`src/rtl/trap_ctrl.sv`:
```
// Machine-mode trap sequencer: owns the trap CSRs and drives the
// flush/save/redirect sequence for exceptions, interrupts and MRET.
module trap_ctrl #(
    parameter logic [31:0] MTVEC_RESET = 32'h0000_0100,
    parameter bit          VECTORED    = 1'b0
) (
    input  logic        i_clk,
    input  logic        i_reset,
    input  logic        i_exc_req,
    input  logic [5:0]  i_exc_cause,
    input  logic [31:0] i_exc_tval,
    input  logic [31:0] i_exc_pc,
    input  logic        i_mret_req,
    input  logic [31:0] i_next_pc,
    input  logic        i_irq_ext,
    input  logic        i_irq_sw,
    input  logic        i_irq_timer,
    input  logic        i_csr_we,
    input  logic [11:0] i_csr_addr,
    input  logic [31:0] i_csr_wdata,
    output logic [31:0] o_csr_rdata,
    output logic        o_flush_all,
    output logic        o_set_pc_valid,
    output logic [31:0] o_set_pc,
    output logic        o_irq_ack,
    output logic [4:0]  o_irq_ack_id,
    output logic        o_busy
);

    typedef enum logic [2:0] {
        S_IDLE,
        S_FLUSH,
        S_SAVE,
        S_REDIRECT,
        S_MRET
    } state_t;

    state_t      r_state;
    logic        r_mstatus_mie;
    logic        r_mstatus_mpie;
    logic [31:0] r_mie;
    logic [31:0] r_mtvec;
    logic [31:0] r_mepc;
    logic [31:0] r_mcause;
    logic [31:0] r_mtval;
    logic [31:0] r_cause;
    logic [31:0] r_tval;
    logic [31:0] r_epc;
    logic        r_flush;
    logic        r_pc_valid;
    logic [31:0] r_set_pc;
    logic        r_ack;
    logic [4:0]  r_ack_id;

    logic [31:0] w_mip;
    logic [31:0] w_pend;
    logic        w_irq;
    logic [4:0]  w_irq_id;
    logic [31:0] w_mstatus;
    logic [31:0] w_mtvec_wr;
    logic [31:0] w_vec_off;
    logic [31:0] w_trap_pc;

    assign w_mip = {20'b0, i_irq_ext, 3'b0, i_irq_timer, 3'b0, i_irq_sw, 3'b0};
    assign w_pend = w_mip & r_mie;
    assign w_irq = r_mstatus_mie & (|w_pend);
    assign w_mstatus = {24'b0, r_mstatus_mpie, 3'b0, r_mstatus_mie, 3'b0};
    assign w_mtvec_wr = {i_csr_wdata[31:2], 1'b0, VECTORED ? i_csr_wdata[0] : 1'b0};
    assign w_vec_off = (r_cause[31] && r_mtvec[0]) ? {25'b0, r_cause[4:0], 2'b00} : 32'b0;
    assign w_trap_pc = {r_mtvec[31:2], 2'b00} + w_vec_off;

    // Fixed interrupt priority: external, then software, then timer.
    always_comb begin
        w_irq_id = 5'd0;
        if (w_pend[11])
            w_irq_id = 5'd11;
        else if (w_pend[3])
            w_irq_id = 5'd3;
        else if (w_pend[7])
            w_irq_id = 5'd7;
    end

    // Combinational CSR read mux; unmapped addresses read zero.
    always_comb begin
        o_csr_rdata = 32'b0;
        case (i_csr_addr)
            12'h300: o_csr_rdata = w_mstatus;
            12'h304: o_csr_rdata = r_mie;
            12'h305: o_csr_rdata = r_mtvec;
            12'h341: o_csr_rdata = r_mepc;
            12'h342: o_csr_rdata = r_mcause;
            12'h343: o_csr_rdata = r_mtval;
            12'h344: o_csr_rdata = w_mip;
            default: o_csr_rdata = 32'b0;
        endcase
    end

    // Trap FSM plus CSR state; trap updates are placed after CSR writes so they win.
    always_ff @(posedge i_clk) begin
        if (i_reset) begin
            r_state        <= S_IDLE;
            r_mstatus_mie  <= 1'b0;
            r_mstatus_mpie <= 1'b0;
            r_mie          <= 32'b0;
            r_mtvec        <= MTVEC_RESET;
            r_mepc         <= 32'b0;
            r_mcause       <= 32'b0;
            r_mtval        <= 32'b0;
            r_cause        <= 32'b0;
            r_tval         <= 32'b0;
            r_epc          <= 32'b0;
            r_flush        <= 1'b0;
            r_pc_valid     <= 1'b0;
            r_set_pc       <= 32'b0;
            r_ack          <= 1'b0;
            r_ack_id       <= 5'd0;
        end else begin
            r_flush    <= 1'b0;
            r_pc_valid <= 1'b0;
            r_ack      <= 1'b0;
            r_ack_id   <= 5'd0;
            if (i_csr_we) begin
                case (i_csr_addr)
                    12'h300: begin
                        r_mstatus_mie  <= i_csr_wdata[3];
                        r_mstatus_mpie <= i_csr_wdata[7];
                    end
                    12'h304: r_mie <= i_csr_wdata & 32'h0000_0888;
                    12'h305: r_mtvec <= w_mtvec_wr;
                    12'h341: r_mepc <= {i_csr_wdata[31:2], 2'b00};
                    12'h342: r_mcause <= i_csr_wdata;
                    12'h343: r_mtval <= i_csr_wdata;
                    default: ;
                endcase
            end
            case (r_state)
                S_IDLE: begin
                    if (i_exc_req) begin
                        r_epc   <= i_exc_pc;
                        r_cause <= {26'b0, i_exc_cause};
                        r_tval  <= i_exc_tval;
                        r_flush <= 1'b1;
                        r_state <= S_FLUSH;
                    end else if (i_mret_req) begin
                        r_flush    <= 1'b1;
                        r_pc_valid <= 1'b1;
                        r_set_pc   <= r_mepc;
                        r_state    <= S_MRET;
                    end else if (w_irq) begin
                        r_epc   <= i_next_pc;
                        r_cause <= {1'b1, 26'b0, w_irq_id};
                        r_tval  <= 32'b0;
                        r_flush <= 1'b1;
                        r_state <= S_FLUSH;
                    end
                end
                S_FLUSH: begin
                    r_flush <= 1'b1;
                    r_state <= S_SAVE;
                end
                S_SAVE: begin
                    r_mepc         <= {r_epc[31:2], 2'b00};
                    r_mcause       <= r_cause;
                    r_mtval        <= r_tval;
                    r_mstatus_mpie <= r_mstatus_mie;
                    r_mstatus_mie  <= 1'b0;
                    r_flush        <= 1'b1;
                    r_pc_valid     <= 1'b1;
                    r_set_pc       <= w_trap_pc;
                    r_ack          <= r_cause[31];
                    r_ack_id       <= r_cause[31] ? r_cause[4:0] : 5'd0;
                    r_state        <= S_REDIRECT;
                end
                S_REDIRECT: begin
                    r_state <= S_IDLE;
                end
                S_MRET: begin
                    r_mstatus_mie  <= r_mstatus_mpie;
                    r_mstatus_mpie <= 1'b1;
                    r_state        <= S_IDLE;
                end
                default: r_state <= S_IDLE;
            endcase
        end
    end

    assign o_flush_all    = r_flush;
    assign o_set_pc_valid = r_pc_valid;
    assign o_set_pc       = r_set_pc;
    assign o_irq_ack      = r_ack;
    assign o_irq_ack_id   = r_ack_id;
    assign o_busy         = (r_state != S_IDLE);

endmodule
```
`config.mk`:
```
export PLATFORM = sky130hd
export DESIGN_NAME = trap_ctrl
export DESIGN_NICKNAME = d
export VERILOG_FILES = /design/src/rtl/trap_ctrl.sv
export SDC_FILE = /design/constraint.sdc
export NUM_CORES = 1
export LEC_CHECK = 0
export ABC_AREA = 0
export CAP_MARGIN = 20
export CORE_MARGIN = 2
export CORE_UTILIZATION = 50
export CTS_CLUSTER_SIZE = 24
export DETAILED_ROUTE_END_ITERATION = 8
export GPL_TIMING_DRIVEN = 0
export PLACE_DENSITY = 0.78
export REMOVE_ABC_BUFFERS = 1
export SYNTH_ARGS = -nofsm -noshare
export SYNTH_HDL_FRONTEND = slang
export SYNTH_SLANG_ARGS = --single-unit
export TNS_END_PERCENT = 10
```
`constraint.sdc`:
```
create_clock -name i_clk -period 8.5 [get_ports i_clk]
set_clock_uncertainty 0.2 [all_clocks]
set_input_delay 1.7 -clock i_clk [delete_from_list [all_inputs] [get_ports i_clk]]
set_output_delay 1.7 -clock i_clk [all_outputs]
set_load 0.05 [all_outputs]
```
; Yosys cells after proc, flatten, opt, wreduce, memory -nomap -nowiden
; Cells that the tools add are included.
[classes]
n_mux = 42
n_reduce_logical = 22
bitwise_logic = 4
n_eq_ne = 14
[op_table]
columns = operator, n
row1 = 2-to-1 mux 32 bit, 20
row2 = case mux 32 bit (7 select lines), 1
row3 = "== test 12 x 10 -> 1 bit, second input constant", 7
row4 = case mux 32 bit (2 select lines), 1
row5 = OR reduction 32 bit, 1
row6 = 2-to-1 mux 3 bit, 5
row7 = bitwise AND 12 bit, 1
row8 = AND reduction 2 bit, 6
row9 = nonzero test 2 bit, 6
row10 = 2-to-1 mux 1 bit, 9
row11 = case mux 3 bit (3 select lines), 1
row12 = nonzero test 3 bit, 3
row13 = case mux 1 bit (2 select lines), 4
row14 = "!= test 2 bit, second input constant", 3
row15 = AND reduction 3 bit, 2
row16 = 2-to-1 mux 5 bit, 1
row17 = "!= test 4 bit, second input constant", 1
row18 = OR reduction 2 bit, 2
row19 = "== test 3 x 1 -> 1 bit, second input constant", 1
row20 = "== test 3 x 2 -> 1 bit, second input constant", 1
row21 = "== test 3 bit, second input constant", 1
row22 = logical NOT 3 bit, 1
row23 = OR reduction 3 bit, 1
row24 = inverter 1 bit, 2
row25 = bitwise AND 1 bit, 1
[totals]
out_inout_bits = 73
wordCells = 98
inputBits = 154
reg_bits = 268

; Depth between registers and ports, before layout
; Gate-level depths: netlist of run 1.
[depth]
ltp_word = 7
mapped_depth = 8
depth_no_buf = 5

; Worst setup path before layout of run 1
; OpenSTA, ideal clock, no wires.
[synth_path]
path_type = input port to output port
from = input port i_csr_addr[5]
to = output port o_csr_rdata[9]
required_time_ns = 6.600
arrival_ns = 3.707
cell_stages = 7
path_buffers = 3
slack_ns = 2.893
path_cell_list = or3_1 > buf_2 > nor4b_1 > buf_2 > buf_2 > a22oi_1 > o21ai_0
[synth_between]
elab_chain_len = 2
word_cells_on_any_way = 8
classes_between = 7 x eq/ne / 1 x mux
[synth_lines]
columns = element, line
row1 = "start, declared", 19  ; input logic [11:0] i_csr_addr,
row2 = == test 12 x 10 -> 1 bit, 86  ; case (i_csr_addr)
row3 = case mux 32 bit (7 select lines) (*), 86
row4 = "end, declared", 21  ; output logic [31:0] o_csr_rdata,
; Every way passes the cells marked *; elsewhere a longest branch is shown, timed or not.

; Worst setup path after layout of run 1
[layout_path]
from = input port i_csr_addr[10]
to = output port o_csr_rdata[28]
; The elaborated chain is that of the path after synthesis.

==> summary.txt, run 1 <==
Run status
  • Status: finished clean

Worst hold path
  • Hold Crit Class: reg -> reg

Drt
  • Residual DRC: 0
  • ANT nets after route: 0
  • Drt wl/cell: 19.77 um
  • Vias/cell: 5.966
  • Drt pass-1 iters: 7
  • 1st-iter DRT viols: 714
  • Via count: 10230
  • Total Wirelength: 33880 um

Floorplanning
  • Core Region: 21760 um2
  • Die Span X: 152.7 um
  • Standard-cell rows: 54
  • Initial core utilization: 50.81%
  • # IOs: 227
  • Die Ht: 152.7 um
  • Die area: 23310 um2

Cells and area
  • Nets: 1575
  • Fillers: 1719
  • Share of cells above drive strength 1: 13.39%
  • Core Util, Final: 67.31%
  • Antenna cell count: 0
  • Layout area overhead: 32.48%

Clocking
  • CTS Buf Count: 26
  • Root Driver: clkbuf_16
  • CTS Sinks: 239
  • Max Buffers Root-to-Sink: 3
  • Hold-fix buffers, CTS: 0
  • CTS tree: built
  • Post-CTS sizing: 0
  • H-tree levels: 1
  • Worst skew pair latency: 520 ps
  • Clock transition at path regs: 60 ps
  • Postcts setup bufs: 0

Setup path
  • CP Class: in -> out
  • Worst Path Arrival: 5540 ps
  • Critical path endpoint category: output pin
  • CP top delay family: buffers and inverters
  • Worst path cell trace: clkdlybuf4s50_1, nand4bb_1, nor4_2, buf_4, buf_6, buf_4, a22o_1, a221o_1, clkdlybuf4s50_1
  • Crit path launch type: input port
  • Slowest Stage Delay on Critical Path: 880 ps
  • CP Max Fanout: 13
  • Worst path slowest cell: nor4_2
  • Crit path buf inv count: 5
  • Req. time, crit path: 6600 ps

STA
  • Max_slew headroom: 32.71%
  • Setup violators final: 0
  • Final TNS setup: 0 ps
  • Worst slew pin tran: 1009 ps
  • Max Slew Vio Count: 0
  • RSZ-0062 raised after global routing: no
  • FMAX: 0.1344 GHz
  • Hold Fails Final Rpt: 0
  • Final period util: 87.53%
  • Final min period: 7440 ps

Place
  • Port buffer count: 220
  • Routability Congestion: 0.8450
  • Post-DP HPWL: 22470 um

Synth
  • #FFs+latches synth: 239
  • Post-synthesis sequential area ratio: 43.29%
  • Post-synth EDFFs: 0
  • Yosys top cell by area: dfxtp_1
  • Syn avg cell area: 8.864 um2
  • Synth async-reset ratio: 0%
  • Share of the synthesized area in the top cell type: 43.29%
  • Top post-synthesis cells by area: dfxtp_1 (43%), nor2_1 (7.9%), a22o_1 (4.8%)
  • Cell area after synthesis: 11050 um2
  • Number of synthesis warnings: 0
  • Top_reg_cell synth: dfxtp_1
  • Post-Syn Instances: 1247
  • Synth unique cells: 57

Global route
  • GR Overflow Total: 0
  • Pin count of the biggest net entering global routing: 112
  • Antenna violations before repair: 1
  • GRT Util Overall: 27.89%
  • Vias in the first global route: 10130
  • First-pass GRT wire length: 53030 um

Run
  • Max_cap viols: 0

Power
  • Leakage power: 0.005513 uW
  • Pwr Total: 2942 uW
  • Maximum VDD drop: 121.6 uV
  • Pwr/cell area: 200.9 nW/um2
==> worst min-delay path: stages (launching register included) <==
cell	delay, ps
dfxtp_1	310
nand2_1	50
a21oi_1	50
==> sequential cells by signal (all words and copies together) (netlist names), 3 cells and up <==
| register | flops |
|---|---|
| o_set_pc | 30 |
| r_mtval | 32 |
| r_mcause | 32 |
| r_mepc | 30 |
| r_tval | 32 |
| r_epc | 30 |
| r_cause | 7 |
| r_state | 3 |
| o_irq_ack_id | 5 |
| r_mie | 3 |
| r_mtvec | 30 |
==> logic make-up after synthesis <==
group                  after synthesis  share of synthesized area (%)
buffers and inverters              126                          4.743
multiplexers                        99                          10.62
AO/OA/AOI/OAI                      247                          17.10
AND/OR/NAND/NOR                    533                          24.05
other                                1                        0.03393
XOR/XNOR                             2                         0.1585
flip-flops                         239                          43.29
==> worst paths after layout <==
check / to / cells after the start / startpoint / slack, ps
max: o_csr_rdata[28] / 9 / i_csr_addr[10] / 1060
min: r_mcause[10]$_SDFFE_PP0P_ / 2 / r_mcause[10]$_SDFFE_PP0P_ / 250
max reg2reg: r_mcause[18]$_SDFFE_PP0P_ / 5 / r_state[1]$_SDFFE_PP0P_ / 5490
min reg2reg: r_mcause[10]$_SDFFE_PP0P_ / 2 / r_mcause[10]$_SDFFE_PP0P_ / 250
==> power by group <==
group	switching [uW]	internal (uW)	total, uW
Clock	452	670	1120
Sequential	56.1	1210	1260
Combinational	296	261	557
==> layout make-up <==
class,instances,area [um2],area share (%)
Sequential cell,239,4785,32.68
Multi-Input combinational cell,883,5831,39.82
Clock inverter,4,51.30,0.3503
Inverter,6,22.52,0.1538
Timing Repair Buffer,265,2810,19.19
Tap cell,280,350.3,2.393
Clock buffer,37,793.3,5.417
==> layer usage <==
metal / up-vias / wire length, um / share of wire [%] / global-route usage (%)
met5: - / 11 / 0.032 / 0
met4: 2 / 941 / 2.8 / 10.89
met3: 84 / 2603 / 7.7 / 4.096
met2: 453 / 16450 / 49 / 48.39
met1: 4887 / 13880 / 41 / 34.98
li1: 4799 / - / - / -
==> cell usage after synthesis (3+ instances only) <==
| library cell | count |
|---|---|
| o21ai_0 | 34 |
| clkbuf_1 | 88 |
| a22oi_1 | 4 |
| a2111oi_0 | 6 |
| inv_1 | 6 |
| nor2_1 | 234 |
| a222oi_1 | 4 |
| mux2_4 | 30 |
| buf_6 | 3 |
| and2_1 | 6 |
| nand2b_1 | 32 |
| a311oi_1 | 29 |
| or4_1 | 4 |
| o21bai_1 | 5 |
| mux2_2 | 26 |
| a21oi_1 | 31 |
| nand4b_1 | 29 |
| a22o_1 | 60 |
| nor4_1 | 7 |
| buf_2 | 17 |
| mux2i_1 | 43 |
| o2bb2ai_1 | 3 |
| nand2_1 | 118 |
| a211oi_1 | 38 |
| buf_1 | 10 |
| nor3b_1 | 5 |
| a221o_1 | 24 |
| nor3_1 | 47 |
| dfxtp_1 | 239 |
| nor3_2 | 30 |
==> through the flow <==
stage,instances,setup WS [ps],area [um2],hold WS [ps]
after global routing,1714,950.5,14640,271.9
after floorplan,1128,-996.4,10560,231.5
after CTS,1714,1121,14640,251.1
after detailed placement,1673,1120,13800,244.4
after global placement,1628,-7908,13110,238.6
final,1714,1060,14640,251.8
==> cells in the final DEF (no fill, tap or decap), drive strengths merged, types with 4 or more instances in the layout <==
cell and n:
a2111oi 6, a211oi 38, a21oi 31, a221o 24, a222oi 4, a22o 60
a22oi 4, a311oi 29, and2 6, buf 48, clkbuf 37, clkdlybuf4s50 217
dfxtp 239, inv 6, mux2 56, mux2i 43, nand2 118, nand2b 32
nand4b 29, nor2 234, nor3 77, nor3b 5, nor4 10, o21ai 34
o21bai 5, or4 5
Power figures use the tool's default switching activity.
==> inputs of run 2 (changes only) <==
clock period = 7.64 ns   (was 8.5 ns; I/O delays follow)
==> results of run 2 <==
Same layout as run 1 (identical final DEF). Status: finished clean.
Main changes from that run: setup slack after placement 1120 ps -> 604.3 ps; setup slack after layout 1060 ps -> 544.4 ps; register-to-register setup slack 5490 ps -> 4630 ps; total power 2942 uW -> 3273 uW; worst IR drop on VDD 121.6 uV -> 135.2 uV
